`config.mk`:
```
export PLATFORM = sky130hd
export DESIGN_NAME = hazard_stall_ctrl_flat
export DESIGN_NICKNAME = d
export VERILOG_FILES = /design/src/rtl/hazard_stall_ctrl_if.sv /design/src/rtl/hazard_stall_ctrl.sv /design/src/flat_wrapper.sv
export SDC_FILE = /design/constraint.sdc
export NUM_CORES = 1
export LEC_CHECK = 0
export ABC_AREA = 1
export BUFFER_PORTS_ARGS = -buffer_cell sky130_fd_sc_hd__buf_2
export CAP_MARGIN = 20
export CORE_ASPECT_RATIO = 1.5
export CORE_MARGIN = 10
export CORE_UTILIZATION = 45
export DETAILED_ROUTE_END_ITERATION = 12
export PLACE_DENSITY = 0.84
export SYNTH_ARGS = -nofsm -noshare
export SYNTH_HDL_FRONTEND = slang
export SYNTH_SLANG_ARGS = --single-unit
export TNS_END_PERCENT = 1
```
`constraint.sdc`:
```
create_clock -name clk -period 1.5 [get_ports clk]
set_input_delay 0.075 -clock clk [delete_from_list [all_inputs] [get_ports clk]]
set_output_delay 0.075 -clock clk [all_outputs]
set_load 0.01 [all_outputs]
```
`src/rtl/hazard_stall_ctrl_if.sv`:
```
// Hazard/stall controller bus: the ID-stage operand fields and pipeline control
// requests going in, and the pipeline-register enables coming out.
interface hazard_stall_ctrl_if #(
  parameter int REG_AW = 5,
  parameter int CNT_W  = 16
);
  logic              stall;
  logic              flush;
  logic [REG_AW-1:0] if_id_rs;
  logic [REG_AW-1:0] if_id_rt;
  logic              if_id_use_rs;
  logic              if_id_use_rt;
  logic [REG_AW-1:0] id_ex_rt;
  logic              id_ex_m;
  logic              pc_store;
  logic              if_id_write;
  logic              hazard_check;
  logic              id_ex_write;
  logic              ex_mem_write;
  logic              mem_wb_write;
  logic              bubble_active;
  logic [CNT_W-1:0]  bubble_cnt;

  modport master (
    output stall, flush, if_id_rs, if_id_rt, if_id_use_rs, if_id_use_rt,
           id_ex_rt, id_ex_m,
    input  pc_store, if_id_write, hazard_check, id_ex_write, ex_mem_write,
           mem_wb_write, bubble_active, bubble_cnt
  );

  modport slave (
    input  stall, flush, if_id_rs, if_id_rt, if_id_use_rs, if_id_use_rt,
           id_ex_rt, id_ex_m,
    output pc_store, if_id_write, hazard_check, id_ex_write, ex_mem_write,
           mem_wb_write, bubble_active, bubble_cnt
  );
endinterface

```
`src/rtl/hazard_stall_ctrl.sv`:
```
// Load-use hazard and stall controller: multi-cycle bubbles for a configurable
// load latency, flush cancellation and a saturating bubble counter.
module hazard_stall_ctrl #(
  parameter int REG_AW   = 5,
  parameter int LOAD_LAT = 1,
  parameter int CNT_W    = 16
) (
  input logic                clk,
  input logic                reset,
  hazard_stall_ctrl_if.slave hs
);
  localparam logic [2:0] REM_INIT = 3'(LOAD_LAT - 1);

  logic [2:0]        rem;
  logic [CNT_W-1:0]  cnt;
  logic [REG_AW-1:0] zero_reg;
  logic              rs_hit;
  logic              rt_hit;
  logic              new_hazard;
  logic              bubble;

  assign zero_reg   = '0;
  assign rs_hit     = hs.if_id_use_rs && (hs.if_id_rs == hs.id_ex_rt) && (hs.if_id_rs != zero_reg);
  assign rt_hit     = hs.if_id_use_rt && (hs.if_id_rt == hs.id_ex_rt) && (hs.if_id_rt != zero_reg);
  assign new_hazard = hs.id_ex_m && (rs_hit || rt_hit);

  // Freeze outranks flush, flush outranks pending bubbles, pending bubbles
  // outrank fresh detection (match is ignored while rem != 0).
  always_comb begin
    bubble = 1'b0;
    if (!hs.stall && !hs.flush)
      bubble = (rem != '0) || new_hazard;
  end

  assign hs.pc_store      = !hs.stall && !bubble;
  assign hs.if_id_write   = !hs.stall && !bubble;
  assign hs.hazard_check  = !hs.stall && !bubble;
  assign hs.id_ex_write   = !hs.stall;
  assign hs.ex_mem_write  = !hs.stall;
  assign hs.mem_wb_write  = !hs.stall;
  assign hs.bubble_active = bubble;
  assign hs.bubble_cnt    = cnt;

  always_ff @(posedge clk or posedge reset) begin
    if (reset) begin
      rem <= '0;
      cnt <= '0;
    end else if (!hs.stall) begin
      if (hs.flush)
        rem <= '0;
      else if (rem != '0)
        rem <= rem - 3'd1;
      else if (new_hazard)
        rem <= REM_INIT;
      if (bubble && (cnt != '1))
        cnt <= cnt + 1'b1;
    end
  end
endmodule

```
`src/flat_wrapper.sv`:
```
// flat-port wrapper written by rule: the top's interface ports become plain ports
module hazard_stall_ctrl_flat 
#(
  parameter int REG_AW   = 5,
  parameter int LOAD_LAT = 1,
  parameter int CNT_W    = 16
)
  (clk, reset, hs_stall, hs_flush, hs_if_id_rs, hs_if_id_rt, hs_if_id_use_rs, hs_if_id_use_rt, hs_id_ex_rt, hs_id_ex_m, hs_pc_store, hs_if_id_write, hs_hazard_check, hs_id_ex_write, hs_ex_mem_write, hs_mem_wb_write, hs_bubble_active, hs_bubble_cnt);
  hazard_stall_ctrl_if #(.REG_AW(REG_AW), .CNT_W(CNT_W)) hs_i ();
  input logic clk;
  input logic reset;
  input wire logic [$bits(hs_i.stall)-1:0] hs_stall;
  input wire logic [$bits(hs_i.flush)-1:0] hs_flush;
  input wire logic [$bits(hs_i.if_id_rs)-1:0] hs_if_id_rs;
  input wire logic [$bits(hs_i.if_id_rt)-1:0] hs_if_id_rt;
  input wire logic [$bits(hs_i.if_id_use_rs)-1:0] hs_if_id_use_rs;
  input wire logic [$bits(hs_i.if_id_use_rt)-1:0] hs_if_id_use_rt;
  input wire logic [$bits(hs_i.id_ex_rt)-1:0] hs_id_ex_rt;
  input wire logic [$bits(hs_i.id_ex_m)-1:0] hs_id_ex_m;
  output wire logic [$bits(hs_i.pc_store)-1:0] hs_pc_store;
  output wire logic [$bits(hs_i.if_id_write)-1:0] hs_if_id_write;
  output wire logic [$bits(hs_i.hazard_check)-1:0] hs_hazard_check;
  output wire logic [$bits(hs_i.id_ex_write)-1:0] hs_id_ex_write;
  output wire logic [$bits(hs_i.ex_mem_write)-1:0] hs_ex_mem_write;
  output wire logic [$bits(hs_i.mem_wb_write)-1:0] hs_mem_wb_write;
  output wire logic [$bits(hs_i.bubble_active)-1:0] hs_bubble_active;
  output wire logic [$bits(hs_i.bubble_cnt)-1:0] hs_bubble_cnt;
  assign hs_i.stall = hs_stall;
  assign hs_i.flush = hs_flush;
  assign hs_i.if_id_rs = hs_if_id_rs;
  assign hs_i.if_id_rt = hs_if_id_rt;
  assign hs_i.if_id_use_rs = hs_if_id_use_rs;
  assign hs_i.if_id_use_rt = hs_if_id_use_rt;
  assign hs_i.id_ex_rt = hs_id_ex_rt;
  assign hs_i.id_ex_m = hs_id_ex_m;
  assign hs_pc_store = hs_i.pc_store;
  assign hs_if_id_write = hs_i.if_id_write;
  assign hs_hazard_check = hs_i.hazard_check;
  assign hs_id_ex_write = hs_i.id_ex_write;
  assign hs_ex_mem_write = hs_i.ex_mem_write;
  assign hs_mem_wb_write = hs_i.mem_wb_write;
  assign hs_bubble_active = hs_i.bubble_active;
  assign hs_bubble_cnt = hs_i.bubble_cnt;
  hazard_stall_ctrl #(.REG_AW(REG_AW), .LOAD_LAT(LOAD_LAT), .CNT_W(CNT_W)) u_core (.clk(clk), .reset(reset), .hs(hs_i));
endmodule
```
==> out/metrics.yaml <==
synthMostInstantiatedCell: "nand2_1"
n_antenna_cell: 0
rows: 25
path_class: "register to output port"
post-dp-hpwl_um: 3256
final_area_mm2: 0.002023
dieArea_mm2: 0.006192
timing.fmax_mhz: 643.8
grt_setup_unrepaired: "yes"
h-tree-depth: 1
final_nets: 310
clockBufferDepth: 2
status: "finished, violations left"
synth.top_cell.area_share: 0.3100
synth_nets: 250
worst_clock_skew_ns: 0.008485
multiInputGateArea_um2: 920.9
vias: 1684
rrSetupSlack_ns: 0.04
maxSlewViolCount: 0
ys.warnings.count: 0
synth_edf_count: 0
maxSlewHeadroom: 0.7707
ys_top_cells_by_count: "nand2_1, inv_1, nand4_1"
hold_path.class: "input pin to register"
worstSetupEndpointType: "output port"
clk_latency_ns: 0.27
numCtsBuffers: 3
io_pins: 45
async_reset_ff_frac: 1.000
dpl-instance-area_mm2: 0.001854
p_leak_nw: 1.123
cp.arrival_ns: 1.48
period_minus_slack_ns: 1.553
grt_antenna_before_repair: 0
critPathLaunchType: "register"
avgSynthCellArea_um2: 6.818
violations: "setup timing"
required_ns: 1.42
wl_um: 4384
grt_use_total: 0.1352
drt_pass1_iterations: 4
max_cap_violations: 0
synthCells: 225
initialDrtViolationCount: 98
finalSetupViolCount: 3
worst_slack_ns: -0.05321
drive_gt1_frac: 0.3415
grt_pass1_vias: 1571
ys_types: 25
ant_nets: 0
cts_tree: "built"
grt_overflow_total: 0
fin_crit_sh: 1.035
numClockSinks: 19
ir_drop_mv: 0.7031
numPortBuffers: 44
grt_max_degree: 16
start_util: 0.4761
yosys-top-cells-area: "dfrtp_1, nand2_1, nand4_1"
powerDensity_mw_per_mm2: 725.9
ys_ff_latch: 19
ys.flop_type: "dfrtp_1"
die_w_um: 67.67
seq_area_um2: 480.5
route.detailed.wl_per_inst_um: 13.53
syn2layout_area_growth_pct: 31.89
timing.hold.ws_ns: 0.2203
ctsRootBufferMaster: "clkbuf_8"
netlist_area_mm2: 0.001534
avgViaCountPerCell: 5.198
seq_area_frac_synth: 0.3100
die_y_um: 91.51
place.gp.congestion: 0.9856
hold_viol_final: 0
clkTransAtPathRegs_ns: 0.08
core-area_mm2: 0.003222
drc: 0
cp_max_fo: 3
nFillCells: 301
max_slew.worst_pin.slew_ns: 0.3436
grt_pass1_wl_um: 6879
synth_top_area_cell: "dfrtp_1"
-- path summary, 6_finish.rpt --
kind                                    startpoint                        to  cells past startpoint
min                                     hs_id_ex_m             u_core.rem[1]                      5
min in group asynchronous                    reset   u_core.hs.bubble_cnt[9]                      3
max in group asynchronous                    reset   u_core.hs.bubble_cnt[2]                      4
max reg2reg                u_core.hs.bubble_cnt[9]  u_core.hs.bubble_cnt[10]                      6
max                                  u_core.rem[1]            hs_if_id_write                      7
min reg2reg                          u_core.rem[2]             u_core.rem[2]                      2
-- state kept, by name, indices dropped and copies added, names as in the netlist --
name	flops
u_core.hs.bubble_cnt	16
u_core.rem	3
-- through the flow --
stage               setup TNS [ns]  cells  worst slack, ns  power, mW    util
floorplan                  -0.1615    225         -0.01646     0.8951       -
global placement                 0    315          0.08251      1.042  0.5755
detailed placement               0    315          0.02094      1.053  0.5755
CTS                              0    323          0.01393      1.437  0.6039
global route               -0.5020    324          -0.1270      1.560  0.6280
finish                     -0.1565    324         -0.05321      1.469  0.6280
-- metal layers --
metal  global-route usage  up-vias  part of all wire
met3              0.02952       13             0.086
met4              0.04467        0             0.029
met2               0.2445       75              0.53
li1                     -      823                 -
met1               0.1458      773              0.36
met5                    0        -                 0
-- critical path, cell delays in order (launching register included) --
cell     delay [ns]
dfrtp_1        0.41
nor2_2         0.15
ha_2           0.22
nand2_4        0.06
nand2_4        0.07
inv_4          0.04
nor2_4         0.14
buf_6          0.12
-- report_power, final --
part,switching (mW),internal (mW)
sequential,0.0541,0.557
clock,0.187,0.185
combinational,0.265,0.220
total,0.506,0.962
-- layout make-up --
class,instances,area share
well taps,40,0.02474
inverters,31,0.05875
clock inverters,1,0.002474
flip-flops and latches,19,0.2375
repair buffers,65,0.2010
multi-input cells,165,0.4552
clock buffers,3,0.02041
-- repair_timing --
action	4_1_cts	5_1_grt
hold endpoints to repair	8	0
pin swaps	3	4
gates resized for setup	4	19
setup buffers	3	1
hold buffers	1	0
endpoints found under the setup margin	6	19
-- layout by cell type, fill, tap and decap left out, types with 5 or more instances in the layout --
cell type	instances
nand2_1	81
buf_2	41
inv_1	26
nand4_1	21
buf_4	18
nor2_1	15
dfrtp_1	15
xor2_1	9
nor3_2	5
nand3_1	5
buf_6	5
-- kinds of logic after synthesis --
group | Yosys count | synth area share
fa+ha+maj | 3 | 0.02447
flops | 19 | 0.3100
xor+xnor | 13 | 0.07423
compound gates | 6 | 0.01957
simple gates | 143 | 0.4396
buf+inv | 41 | 0.1321
No activity file was read; power rests on OpenSTA's default activity.
